$ cat src/rtl/uart_tx_frame.sv
// UART transmitter: 1 start bit, 8 data bits LSB first, optional even parity, 1 stop bit.
// Define UART_TX_PARITY_EN to insert an even-parity bit between data bit 7 and the stop bit.
module uart_tx_frame #(
  parameter int BAUD_DIV = 2604
) (
  input  logic       clk,
  input  logic       rst_n,
  input  logic       trmt,
  input  logic [7:0] tx_data,
  output logic       TX,
  output logic       busy,
  output logic       tx_done
);

`ifdef UART_TX_PARITY_EN
  localparam int SR_W = 10;
  localparam logic [3:0] FRAME_BITS = 4'd11;
`else
  localparam int SR_W = 9;
  localparam logic [3:0] FRAME_BITS = 4'd10;
`endif

  localparam logic [11:0] BAUD_LAST = 12'(BAUD_DIV - 1);
  localparam logic [3:0]  LAST_BIT  = FRAME_BITS - 4'd1;

  typedef enum logic {IDLE, XMIT} state_t;

  state_t            r_state;
  logic [SR_W-1:0]   r_shift;
  logic [11:0]       r_baud;
  logic [3:0]        r_bit;
  logic              r_busy;
  logic              r_done;
  logic [SR_W-1:0]   w_load;
  logic              w_shift;

`ifdef UART_TX_PARITY_EN
  assign w_load = {1'b1, ^tx_data, tx_data, 1'b0};
`else
  assign w_load = {tx_data, 1'b0};
`endif

  assign w_shift = (r_state == XMIT) && (r_baud == BAUD_LAST);

  always_ff @(posedge clk or negedge rst_n) begin
    if (!rst_n) begin
      r_state <= IDLE;
      r_shift <= '1;
      r_baud  <= '0;
      r_bit   <= '0;
      r_busy  <= 1'b0;
      r_done  <= 1'b0;
    end else begin
      case (r_state)
        IDLE: begin
          if (trmt) begin
            r_shift <= w_load;
            r_baud  <= '0;
            r_bit   <= '0;
            r_done  <= 1'b0;
            r_busy  <= 1'b1;
            r_state <= XMIT;
          end
        end
        XMIT: begin
          if (w_shift) begin
            r_baud  <= '0;
            // Ones shifted in supply the stop level and keep the line high once idle.
            r_shift <= {1'b1, r_shift[SR_W-1:1]};
            r_bit   <= r_bit + 4'd1;
            if (r_bit == LAST_BIT) begin
              r_state <= IDLE;
              r_busy  <= 1'b0;
              r_done  <= 1'b1;
            end
          end else begin
            r_baud <= r_baud + 12'd1;
          end
        end
      endcase
    end
  end

  assign TX      = r_shift[0];
  assign busy    = r_busy;
  assign tx_done = r_done;

endmodule

$ cat config.mk
export PLATFORM = sky130hd
export DESIGN_NAME = uart_tx_frame
export DESIGN_NICKNAME = d
export VERILOG_FILES = /design/src/rtl/uart_tx_frame.sv
export SDC_FILE = /design/constraint.sdc
export NUM_CORES = 1
export LEC_CHECK = 0
export ABC_AREA = 1
export BUFFER_PORTS_ARGS = -buffer_cell sky130_fd_sc_hd__buf_2
export CAP_MARGIN = 20
export CORE_UTILIZATION = 50
export CTS_CLUSTER_DIAMETER = 150
export DETAILED_ROUTE_END_ITERATION = 10
export PLACE_DENSITY = 0.72
export SLEW_MARGIN = 20
export SYNTH_ARGS = -nofsm -noshare
export SYNTH_HDL_FRONTEND = slang
export SYNTH_SLANG_ARGS = --single-unit
export TNS_END_PERCENT = 50
$ cat constraint.sdc
create_clock -name clk -period 1.5 [get_ports clk]
set_clock_uncertainty 0.2 [all_clocks]
set_input_delay 0.15 -clock clk [delete_from_list [all_inputs] [get_ports clk]]
set_output_delay 0.15 -clock clk [all_outputs]
set_load 0.05 [all_outputs]
==> impl_results.md <==
* Outcome: complete, but fails checks
* Failing checks: design-rule violations, negative setup slack
* Commonest cells after routing, fill and taps aside: nand2_1, nand3_1, buf_4
* Clk slew on worst S/H paths at 160 ps
* Syn avg cell area at 7.45 sq um
* Crit end category: register
* Vias per inst at 5.39
* Worst Max-Slew Pin Slew at 631 ps
* Mapped Area at 0.00152 sq mm
* Max_slew headroom at 0.580
* Grt ovf at 0
* H-tree depth at 1
* Critical Path Most Common Cell: nand2_2
* Peak per-stage delay on the critical path at 430 ps
* Fin crit period at 1570 ps
* Hold WC Path Type: input pin to register
* Sw Ratio at 0.342
* Design Area, Final at 0.00199 sq mm
* Pleak at 1.01 nW
* Yosys cell types at 22
* Final HPWL DP at 2.35 mm
* DRT antenna net count at 0
* Sequential area share after synthesis at 0.468
* Worst path cell trace: ha_4 -> nand2_2 -> nor2_2 -> nand3_2 -> nand2_4 -> nand2_8 -> nand2_2 -> nand2_1
* Total CTS buffers at 3
* Syn nets at 218
* First-pass GRT wire length at 6.08 mm
* Largest net degree at the start of global routing at 29
* Worst slack, placed at -77.8 ps
* Peak supply drop at 705 uV
* Routed wire length at 3.57 mm
* Logic pwr share at 0.355
* Worst EP required at 1550 ps
* Layout cells sized above 1 at 0.285
* Setup TNS at -742 ps
* Clock sinks at 28
* Critical path launch point type: register
* FF+latch count, synth at 28
* Worst Path Max Fanout at 13
* RSZ-0062 raised after global routing: yes
* Net load switching power at 0.839 mW
* Fmax at 639 MHz
* Final core utilization at 0.704
* Total GRT Usage at 0.240
* Post-DR wirelength/cell at 12.9 um
* Vias in the first global route at 1,456
* Die X at 57.1 um
* Post-synthesis cell count at 204
* MaxCap Viol Count at 0
* Placer congestion estimate at 0.932
* First drt pass iteration count at 8
* Initial Util at 0.537
* Fin worst setup slack at -65.2 ps
* Int Power at 1.62 mW
* Endpoints failing hold at 0
* # setup viols final at 22
* Power share of the clock group at 0.209
* Ant. Diodes at 0
* I/O pin count at 14
* Sequential share of power at 0.436
* Initial antenna violation count at 0
* CTS max path bufs at 2
* CTS tree: yes
* DRT iter0 DRCs at 96
* Die ar. at 0.00326 sq mm
* Ys Warns at 0
* Num rows at 19
* Die H at 57.1 um
* I/O Buffers at 13
* Core Footprint at 0.00283 sq mm
* Via Count at 1,493
* PD cells at 1230 mW/mm^2
* WP data arrival at 1620 ps
* Post-route clock period utilization at 1.04
* CTS root buffer: clkbuf_4
* Final nets at 261
* Commonest non-fill, non-tap cell in the layout: nand2_1
* CP Class: register to register
* DP Area at 0.00172 sq mm
* Worst skew pair latency at 340 ps
* Area delta synth->final at 30.9%
* Residual DRC at 3
* Final slew viol count at 0
* Critical-path top delay cell: dfrtp_1
==> registers in the layout (all words and copies together), names as in the netlist <==
| register | flops |
|---|---|
| r_baud | 12 |
| busy | 1 |
| r_state | 1 |
| r_bit | 4 |
| r_shift | 9 |
| tx_done | 1 |
==> power by group through the flow <==
stage	combinational, mW	sequential (mW)	clock (mW)
CTS	0.788	1.05	0.524
finish	0.872	1.07	0.513
floorplan	0.412	1.09	0
global route	0.988	1.09	0.537
global placement	0.710	1.06	0
detailed placement	0.740	1.07	0
==> layout make-up <==
class	instances	area, sq um
Tap cell	31	38.8
Clock inverter	1	30.0
Sequential cell	28	714
Multi-Input combinational cell	150	776
Inverter	20	75.1
Fill cell	222	838
Clock buffer	3	22.5
Timing Repair Buffer	44	334
==> Yosys cell counts <==
cell / number / share of area
inv_1: 19 / 0.047
xor2_1: 1 / 0.0058
inv_2: 1 / 0.0025
nand2_2: 2 / 0.0082
dfstp_2: 9 / 0.16
dfrtp_1: 19 / 0.31
buf_6: 1 / 0.0074
nand4_1: 3 / 0.012
nand3_1: 26 / 0.086
ha_1: 3 / 0.025
nand2_1: 83 / 0.20
o21ai_0: 9 / 0.030
o22ai_1: 3 / 0.012
o21bai_1: 3 / 0.015
nor2_4: 1 / 0.0074
buf_2: 4 / 0.013
nor3b_1: 1 / 0.0049
buf_4: 1 / 0.0049
xnor2_1: 2 / 0.012
a21oi_1: 1 / 0.0033
or2_2: 1 / 0.0041
nor2_1: 11 / 0.027
==> stage by stage <==
step	hold slack, ps	std cells	total power [mW]
final	9.90	277	2.45
after global routing	31.0	277	2.62
after CTS	6.84	274	2.36
after detailed placement	5.44	260	1.81
after global placement	-6.09	260	1.77
after floorplan	-346	204	1.50
==> logic make-up (layout without fill, tap and decap cells) <==
kind of cell / after synthesis / after routing / share of synthesized area
compound gates: 16 / 16 / 0.0601
flops: 28 / 28 / 0.468
buf+inv: 26 / 68 / 0.0749
simple gates: 128 / 128 / 0.355
xor+xnor: 3 / 3 / 0.0173
fa+ha+maj: 3 / 3 / 0.0247
==> final timing paths <==
path / startpoint / endpoint / slack [ps] / cells after the start
worst max-delay path: r_baud[0]$_DFFE_PN0P_ / r_bit[2]$_DFFE_PN0P_ / -70 / 8
worst min-delay path: trmt / r_baud[11]$_DFFE_PN0P_ / 10 / 5
worst max register to register: r_baud[0]$_DFFE_PN0P_ / r_bit[2]$_DFFE_PN0P_ / -70 / 8
worst min register to register: r_shift[1]$_DFFE_PN1P_ / r_shift[0]$_DFFE_PN1P_ / 280 / 2
max in group asynchronous: rst_n / r_state$_DFF_PN0_ / 520 / 2
min in group asynchronous: rst_n / r_baud[6]$_DFFE_PN0P_ / 140 / 2
==> worst max-delay path, delay by kind of cell (launching register included) <==
| family | cells | cell delay [ps] |
|---|---|---|
| AND/OR/NAND/NOR | 7 | 660 |
| flip-flops | 1 | 430 |
| adder cells (fa/ha/maj) | 1 | 170 |
==> routing by layer <==
layer	up-vias	share of wire	track usage	wire (um)
met5	-	0	0	0
met4	0	0.017	0.108	61
met3	9	0.044	0.0363	156
met2	52	0.50	0.413	1770
met1	699	0.44	0.298	1580
li1	733	-	-	-
==> what timing repair did <==
action	4_1_cts	5_1_grt
pin swaps	5	15
setup buffers	1	2
hold buffers	9	0
endpoints found under the setup margin	15	27
gates resized for setup	5	25
gates cloned	0	1
hold endpoints to repair	36	0
(Power assumes the default switching activity.)
